[src/rtl/fnd_pkg.sv]
// Shared constants and helpers for the FND BCD counter path.
// to_bcd builds elaboration-time BCD constants; bcd_valid checks nibble range.
package fnd_pkg;

  localparam int BCD_W = 4;

  function automatic logic [31:0] to_bcd(input int v);
    logic [31:0] r;
    int t;
    r = '0;
    t = v;
    for (int i = 0; i < 8; i++) begin
      r[i*BCD_W +: BCD_W] = 4'(t % 10);
      t = t / 10;
    end
    return r;
  endfunction

  // Narrower vectors are zero-extended by the caller; zero nibbles pass.
  function automatic logic bcd_valid(input logic [31:0] v);
    logic ok;
    ok = 1'b1;
    for (int i = 0; i < 8; i++) begin
      if (v[i*BCD_W +: BCD_W] > 4'd9) ok = 1'b0;
    end
    return ok;
  endfunction

endpackage

[src/rtl/bcd_digit_cell.sv]
// One decimal digit of the counter chain, wrapping 0..9.
// Ports: i_step (change this digit), i_up, i_clear, i_load/i_load_nib, o_digit, o_carry.
module bcd_digit_cell
  import fnd_pkg::*;
(
  input  logic             i_clk,
  input  logic             i_reset,
  input  logic             i_clear,
  input  logic             i_load,
  input  logic [BCD_W-1:0] i_load_nib,
  input  logic             i_step,
  input  logic             i_up,
  output logic [BCD_W-1:0] o_digit,
  output logic             o_carry
);

  logic [BCD_W-1:0] digit_q;
  logic [BCD_W-1:0] digit_d;

  always_comb begin
    digit_d = digit_q;
    o_carry = i_step &&
      (i_up ? (digit_q == 4'd9) : (digit_q == 4'd0));
    if (i_clear) begin
      digit_d = '0;
    end else if (i_load) begin
      digit_d = i_load_nib;
    end else if (i_step) begin
      if (i_up) begin
        digit_d = (digit_q == 4'd9) ? 4'd0
                : digit_q + BCD_W'(1);
      end else begin
        digit_d = (digit_q == 4'd0) ? 4'd9
                : digit_q - BCD_W'(1);
      end
    end
  end

  always_ff @(posedge i_clk) begin
    if (i_reset) digit_q <= '0;
    else         digit_q <= digit_d;
  end

  assign o_digit = digit_q;

endmodule

[src/rtl/bcd_mod_counter.sv]
// Multi-digit BCD up/down counter with prescaler, modulo, load and clear.
// Ports: i_clk, i_reset, i_en, i_up, i_clear, i_load, i_load_val -> o_bcd, o_step, o_wrap, o_load_err.
module bcd_mod_counter
  import fnd_pkg::*;
#(
  parameter int NUM_DIGITS = 4,
  parameter int TICK_DIV   = 100000,
  parameter int MAX_VAL    = 9999
) (
  input  logic                        i_clk,
  input  logic                        i_reset,
  input  logic                        i_en,
  input  logic                        i_up,
  input  logic                        i_clear,
  input  logic                        i_load,
  input  logic [BCD_W*NUM_DIGITS-1:0] i_load_val,
  output logic [BCD_W*NUM_DIGITS-1:0] o_bcd,
  output logic                        o_step,
  output logic                        o_wrap,
  output logic                        o_load_err
);

  localparam int W  = BCD_W * NUM_DIGITS;
  localparam int PW = (TICK_DIV > 1) ? $clog2(TICK_DIV) : 1;
  localparam logic [PW-1:0] PRE_LAST = PW'(TICK_DIV - 1);
  localparam logic [W-1:0]  MAX_BCD  = W'(to_bcd(MAX_VAL));

  logic [PW-1:0]         pre_q;
  logic [PW-1:0]         pre_d;
  logic                  step_q;
  logic                  step_d;
  logic                  wrap_q;
  logic                  wrap_d;
  logic                  err_q;
  logic                  err_d;

  logic [W-1:0]          bcd;
  logic                  tick;
  logic                  at_term;
  logic                  load_ok;
  logic                  load_acc;
  logic                  force_ld;
  logic [W-1:0]          force_val;
  logic [NUM_DIGITS-1:0] dig_step;
  logic [NUM_DIGITS-1:0] carry;
  logic                  unused_carry;

  // BCD ordering matches numeric ordering once nibbles are valid.
  assign load_ok = bcd_valid(32'(i_load_val))
                && (i_load_val <= MAX_BCD);

  always_comb begin
    tick     = i_en && (pre_q == PRE_LAST);
    at_term  = i_up ? (bcd == MAX_BCD) : (bcd == '0);
    step_d   = tick && !i_clear && !i_load;
    wrap_d   = step_d && at_term;
    load_acc = !i_clear && i_load && load_ok;
    err_d    = !i_clear && i_load && !load_ok;
    // A wrap reuses the load path so the chain is bypassed.
    force_ld  = load_acc || wrap_d;
    force_val = i_load_val;
    if (wrap_d) force_val = i_up ? '0 : MAX_BCD;
    pre_d = pre_q;
    if (i_clear || load_acc) begin
      pre_d = '0;
    end else if (i_load) begin
      pre_d = pre_q;
    end else if (i_en) begin
      pre_d = tick ? '0 : pre_q + PW'(1);
    end
  end

  assign dig_step[0] = step_d && !at_term;

  for (genvar g = 1; g < NUM_DIGITS; g++) begin : g_chain
    assign dig_step[g] = carry[g-1];
  end

  for (genvar g = 0; g < NUM_DIGITS; g++) begin : g_dig
    bcd_digit_cell u_cell (
      .i_clk      (i_clk),
      .i_reset    (i_reset),
      .i_clear    (i_clear),
      .i_load     (force_ld),
      .i_load_nib (force_val[g*BCD_W +: BCD_W]),
      .i_step     (dig_step[g]),
      .i_up       (i_up),
      .o_digit    (bcd[g*BCD_W +: BCD_W]),
      .o_carry    (carry[g])
    );
  end

  // The top digit never carries out: that case is a wrap.
  assign unused_carry = carry[NUM_DIGITS-1];

  always_ff @(posedge i_clk) begin
    if (i_reset) begin
      pre_q  <= '0;
      step_q <= 1'b0;
      wrap_q <= 1'b0;
      err_q  <= 1'b0;
    end else begin
      pre_q  <= pre_d;
      step_q <= step_d;
      wrap_q <= wrap_d;
      err_q  <= err_d;
    end
  end

  assign o_bcd      = bcd;
  assign o_step     = step_q;
  assign o_wrap     = wrap_q;
  assign o_load_err = err_q;

endmodule

[config.mk]
export PLATFORM = sky130hd
export DESIGN_NAME = bcd_mod_counter
export DESIGN_NICKNAME = d
export VERILOG_FILES = /design/src/rtl/fnd_pkg.sv /design/src/rtl/bcd_digit_cell.sv /design/src/rtl/bcd_mod_counter.sv
export SDC_FILE = /design/constraint.sdc
export NUM_CORES = 1
export LEC_CHECK = 0
export ABC_AREA = 1
export CAP_MARGIN = 0
export CORE_MARGIN = 3
export CORE_UTILIZATION = 35
export CTS_CLUSTER_DIAMETER = 150
export DETAILED_ROUTE_END_ITERATION = 12
export PLACE_DENSITY_LB_ADDON = 0.3
export SETUP_SLACK_MARGIN = 0.1
export SLEW_MARGIN = 20
export SYNTH_ARGS = -nofsm -noshare
export SYNTH_HDL_FRONTEND = slang
export SYNTH_SLANG_ARGS = --single-unit
export TNS_END_PERCENT = 10
[constraint.sdc]
create_clock -name i_clk -period 1.9 [get_ports i_clk]
set_input_delay 0.19 -clock i_clk [delete_from_list [all_inputs] [get_ports i_clk]]
set_output_delay 0.19 -clock i_clk [all_outputs]
set_load 0.05 [all_outputs]
; ---- Word level (Yosys, flattened, before mapping)
; Cells that the tools add are included.
[word_totals]
ff_bits = 36
input_bits = 22
output_inout_bits = 19
wordCells = 90
[classes]
n_addsub = 9
order_cmp = 5
n_eq_ne = 6
n_mux = 31
bitwise = 1
n_reduce_logical = 30
[op_table]
columns = operator, count
row1 = $mux 4, 20
row2 = $mux 16, 2
row3 = $add 17x1->17 const B, 1
row4 = $eq 17x17->1 const B, 1
row5 = $mux 17, 1
row6 = $add 4x1->4 const B, 4
row7 = $eq 16x16->1 const B, 1
row8 = $eq 4x4->1 const B, 4
row9 = $gt 4x4->1 const B, 4
row10 = $le 16x16->1 const B, 1
row11 = $logic_not 16->1, 1
row12 = $logic_not 4->1, 4
row13 = $sub 4x1->4 const B, 4
row14 = $logic_and 1x1->1, 12
row15 = $mux 1, 8
row16 = $reduce_bool 2->1, 4
row17 = $logic_not 1->1, 4
row18 = $reduce_or 2->1, 2
row19 = $logic_or 1x1->1, 2
row20 = $reduce_and 2->1, 1
row21 = $not 1->1, 1

; ---- Depth between registers and ports, before layout
[logic_depth]
depth_word = 10
mapped_depth = 14
ltp_nobuf = 14

; ---- Modules after synthesis
; From an unflattened synthesis, not the netlist that was laid out.
[unflattened]
hier_cells = 518
hier_area_um2 = 3045.4
[by_module_without_submodules]
columns = mod, instances, cells_each, area_per_inst_um2, seq_area_each_um2
row1 = bcd_digit_cell, 4, 67, 387.9, 80.1
row2 = bcd_mod_counter, 1, 250, 1493.9, 400.4

; ---- Worst setup path before layout
; Ideal clock, no wire load.
[synth_timing]
path_type = flip-flop to flip-flop
startpoint = register g_dig[3].u_cell.digit_q[3]
endpoint = register g_dig[1].u_cell.digit_q[3]
setup_ns = 0.118
arrival_ns = 1.829
required_ns = 1.782
setup_slack_ns = -0.046
stages_incl_launch_ff = 12
n_path_buf = 0
period_less_slack_ns = 1.946
path_cell_list = dfxtp_1 > inv_1 > nor2_1 > nand2_1 > nor2_1 > nand3_2 > nand2_2 > nand2_2 > nand2_2 > nand3_1 > a21oi_1 > nor2_1
[synth_via]
elab_chain_len = 6
word_cells_on_any_way = 11
cone_classes = eq/ne (1) / mux (3) / reduce/logical (7)
[synth_lines]
columns = item, line_no
row1 = "start, declared", bcd_digit_cell.sv:17  ; logic [BCD_W-1:0] digit_q;
row2 = "start signal, assigned", bcd_digit_cell.sv:41  ; else digit_q <= digit_d;
row3 = $eq 16x16->1 or $logic_not 16->1 (tied branches), bcd_mod_counter.sv:54  ; at_term = i_up ? (bcd == MAX_BCD) : (bcd == '0);
row4 = $mux 1 (*), bcd_mod_counter.sv:54
row5 = $logic_not 1->1, bcd_mod_counter.sv:73  ; assign dig_step[0] = step_d && !at_term;
row6 = $logic_and 1x1->1, bcd_mod_counter.sv:73
row7 = $logic_and 1x1->1, bcd_digit_cell.sv:22  ; o_carry = i_step &&
row8 = $reduce_bool 2->1 (no source line), --
row9 = "end signal, assigned", bcd_digit_cell.sv:41
row10 = "end, declared", bcd_digit_cell.sv:17
; Mark *: on every way between the ends. The rest lies on a longest branch, timed or not.
; A chain may end at the register's enable or synchronous reset.

; ---- Final worst setup path
[layout_timing]
startpoint = register pre_q[1]
endpoint = register g_dig[3].u_cell.digit_q[0]
[layout_via]
elab_chain_len = 9
word_cells_on_any_way = 13
cone_classes = eq/ne (1) / mux (2) / reduce/logical (10)
[layout_lines]
columns = item, line_no
row1 = "start, declared", bcd_mod_counter.sv:28  ; logic [PW-1:0] pre_q;
row2 = "start signal, assigned", bcd_mod_counter.sv:103  ; pre_q <= pre_d;
row3 = $eq 17x17->1 (*), bcd_mod_counter.sv:53  ; tick = i_en && (pre_q == PRE_LAST);
row4 = $logic_and 1x1->1 (*), bcd_mod_counter.sv:53
row5 = $logic_and 1x1->1 (*) (2 in a row), bcd_mod_counter.sv:55  ; step_d = tick && !i_clear && !i_load;
row6 = $logic_and 1x1->1, bcd_mod_counter.sv:73
row7 = $logic_and 1x1->1 (3 in a row), bcd_digit_cell.sv:22
row8 = $reduce_bool 2->1 (no source line), --
; Marks and branches as above.

==> results.txt <==
In this run the cell area of the synthesized design comes to 2650 sq um. Data on the critical path arrives at its endpoint at 1.98 ns. Compared with the post-synthesis result, the final layout area differs by 42.4%. In this run the standard cell core region covers 7290 sq um.

The min-delay analysis places its worst path in the category reg -> reg. The final layout net count came out at 543. The die is 93.1 um tall. The number of filler instances in the final layout is 755.

The final total negative setup slack is 0 ns. Clock-pin slew was measured on the worst setup and hold paths at 0.08 ns. The average cell area after synthesis is 6.18 sq um. The portion of the clock cycle consumed by the worst path in the final layout came out at 0.944.

The standard-cell row count came out at 31. The analysis attributes to cell leakage a power of 1.60 nW. The via count of the first global-routing pass came out at 2804. The H-tree generated during clock tree synthesis spans 2 levels. In the routed layout, each cell is associated on average with a via count of 4.86. For this run, the number of Yosys warnings is 0.

The detailed router finished its first iteration with 136 violations. The smallest setup slack after layout is 0.107 ns. STA classifies the critical path startpoint as a flop. The worst voltage drop across the vdd grid is 0.000242 V. Setup violations remaining at the end of the flow were counted as 0. The first-pass iteration count of the detailed router is 4. The number of failing hold endpoints at the final stage is 0. The number of sinks handled by clock tree synthesis came out at 36. The worst setup path is captured at a flop. The fraction of final layout cells sized beyond drive strength 1 came out at 0.263. The total overflow reported by the global router is 0.

The routability congestion estimate from global placement came out at 0.863. In the final routed layout, each cell accounts on average for 12.6 um. Registers take 752 sq um.

Buffers inserted to repair hold after CTS numbered 0. The synthesized-area fraction occupied by adder cells came out at 0.00472. The final routed wirelength across all metal layers came out at 7840 um. Across every metal layer, demand over resource in global routing totals 0.179. The highest net fanout along the worst path is 8. Of the total synthesized cell area, the portion taken by AND, OR, NAND and NOR gates is 0.459.

OpenSTA, run right after detailed placement, puts the worst setup slack at -0.178 ns. The post-synthesis mux area share is 0. The multi-input gate area in the final layout came out at 1800 sq um. In this run the worst setup path terminates at g_dig[3].u_cell.o_digit[0]. The initial utilization of the core area, before any placement, comes to 0.364.

The worst register-to-register path begins at pre_q[1]. The worst register-to-register path ends at g_dig[3].u_cell.o_digit[0]. After synthesis, the largest family of logic cells by area is simple AND/OR/NAND/NOR gates.

By startpoint and endpoint, the worst setup path is classified as reg -> reg. The internal reg-to-reg setup slack is 0.11 ns. The number of antenna diodes in the final layout is 0. Power spread over the standard cell area amounts to 454 nW/um^2. The worst path required time came out at 2.09 ns.

The register bit total from synthesis came out at 36. Across the run, the number of max-cap violations was 0. The routed design could run at a clock period as short as 1.79 ns. Setup repair after global routing could not meet its margin everywhere.

Once detail routing completed, the nets flagged for antenna violations numbered 0. Entering global routing, the biggest net connects 17 pins. The insertion delay of the later-clocked pin in the worst-skew pair came out at 0.29 ns. The xor/xnor share of the synthesized area came out at 0.0429.

The initial antenna violation count came out at 0. Tracing the worst setup path back leads to its startpoint at pre_q[1]. After synthesis, the netlist uses 40 different library cells.

The clock tree from TritonCTS is yes. The residual DRC count came out at 0. The proportion of synthesized chip area in sequential cells came out at 0.272. The die footprint is 8660 sq um.

The number of I/O port buffers is 40. The cell area after placement is 3470 sq um. The final number of max-transition violations is 0. The compound-gate portion of the synthesized area came to 0.126. Clock tree synthesis selected as its root buffer the cell clkbuf_8. Based on the critical path, the design can be clocked at up to 558 MHz. Synthesis handed over a netlist of 429 instances. The post-DP HPWL is 5930 um.

For the pin with the worst max-slew slack, the measured transition is 0.505 ns. The number of buffers inserted during clock tree synthesis came out at 5. Measured along the x axis, the die boundary spans 93.1 um. The maximum count of clock buffers along a single path is 2. The flow ran to the end, and the final reports show no timing, DRC or antenna violations. 41 I/O pins were placed. The first global-routing pass estimated 12700 um of wire. The number of nets in the synthesized netlist is 452. Measured in cells, the most critical reg-to-reg path has a length of 14. The worst clock skew is 0.00762 ns.

The worst pin sits at a relative slew slack of 0.662. The total via count in the routed design came out at 3011. Summing all non-filler instances in the final layout gives an area of 3780 sq um.
[cells in the mapped netlist]
cell,n,area share
xnor2_1,2,0.0066
nand2_1,109,0.15
dfxtp_1,36,0.27
nand4_2,1,0.0047
inv_2,6,0.0085
nor3_2,1,0.0038
clkbuf_1,2,0.0028
o32ai_1,1,0.0033
o21bai_1,1,0.0028
nor4_1,5,0.012
or2_0,1,0.0024
o21ai_0,30,0.057
nor2_8,1,0.0075
buf_2,2,0.0038
buf_4,1,0.0028
nand3_2,4,0.015
o211ai_1,4,0.011
a21oi_1,18,0.034
nor2_2,9,0.021
nand4_1,9,0.021
nand2_4,3,0.013
buf_6,2,0.0085
nand3_1,27,0.051
a21oi_4,1,0.0061
nor3b_2,1,0.0047
clkinv_1,2,0.0028
ha_1,1,0.0047
and2_1,1,0.0024
nor2_1,66,0.093
o31ai_1,2,0.0057
a31oi_1,2,0.0047
inv_1,43,0.061
xor2_1,11,0.036
clkbuf_4,1,0.0028
nor2_4,4,0.017
nand2_2,5,0.012
nor3b_1,2,0.0057
o21ai_1,1,0.0019
nor3_1,10,0.019
clkinv_2,1,0.0019
[sequential cells by signal, indices dropped and copies added, names as in the netlist]
register / cells
pre_q: 17
g_dig.u_cell.o_digit: 16
o_load_err: 1
o_step: 1
o_wrap: 1
[cell usage in the layout, fill, tap and decap left out, drive strengths merged]
| master | n |
|---|---|
| ha | 1 |
| xor2 | 11 |
| o21ai | 31 |
| nor3b | 3 |
| or2 | 1 |
| bufinv | 1 |
| nor4 | 5 |
| nand4 | 10 |
| clkdlybuf4s50 | 40 |
| xnor2 | 2 |
| o31ai | 2 |
| nand2 | 117 |
| clkinv | 3 |
| nor2 | 80 |
| nand3 | 31 |
| o211ai | 4 |
| clkbuf | 6 |
| and2 | 1 |
| a31oi | 2 |
| o21bai | 1 |
| a21oi | 19 |
| inv | 50 |
| dfxtp | 36 |
| buf | 52 |
| nor3 | 11 |
| o32ai | 1 |
[timing repair]
action | CTS | global route
gates resized for setup | 5 | 36
endpoints found under the setup margin | 14 | 18
pin swaps | 2 | 14
setup buffers | 3 | 5
[routing by layer]
layer,up-vias,routed length (um),track usage,part of all wire
met4,0,72,0.0488,0.0092
met1,1358,3700,0.238,0.47
met5,-,0,0,0
li1,1569,-,-,-
met3,6,404,0.0346,0.052
met2,78,3670,0.296,0.47
[layout make-up]
cell class                 instances  share of cell area
sequential                        36               0.199
tap                               99              0.0328
multi-input combinational        333               0.475
clock inverter                     2             0.00927
clock buffer                       6              0.0192
inverter                          52              0.0520
timing repair buffer              92               0.212
[stage by stage]
stage,hold slack [ns],instances,utilization,total power [mW]
floorplan,0.262,429,-,0.911
global placement,0.487,604,0.476,1.04
detailed placement,0.489,604,0.476,1.04
CTS,0.500,615,0.495,1.72
global route,0.528,620,0.518,1.77
finish,0.513,620,0.518,1.71
[how the worst min path moves through the flow]
stage | start | endpoint | slack, ns | cells after the start
floorplan | i_reset | o_step | 0.26 | 1
global placement | pre_q[14] | pre_q[14] | 0.49 | 2
detailed placement | g_dig[0].u_cell.o_digit[3] | g_dig[0].u_cell.o_digit[3] | 0.49 | 2
CTS | g_dig[0].u_cell.o_digit[3] | g_dig[0].u_cell.o_digit[3] | 0.50 | 2
global route | g_dig[0].u_cell.o_digit[3] | g_dig[0].u_cell.o_digit[3] | 0.53 | 2
finish | g_dig[0].u_cell.o_digit[3] | g_dig[0].u_cell.o_digit[3] | 0.51 | 2
[report_power, final]
group	switching, mW	internal (mW)
Clock	0.291	0.390
Combinational	0.144	0.126
Sequential	0.00625	0.756
Total	0.441	1.27
[critical path, cell delays in order (launching register included)]
cell and delay (ns):
dfxtp_2 0.36, ha_4 0.14, nand2_2 0.05, inv_2 0.09, nand2_4 0.06, nor2_4 0.12, nand2_2 0.08, nor2_4 0.15
buf_6 0.12, a21oi_4 0.05, buf_6 0.14, nand2_4 0.08, nand2_8 0.07, nor2_1 0.11, nor2_1 0.05
[cells by family after synthesis]
group,count (synthesis)
flops,36
xor+xnor,13
compound gates,60
simple gates,259
buf+inv,60
fa+ha+maj,1
No activity file was read; power rests on OpenSTA's default activity.
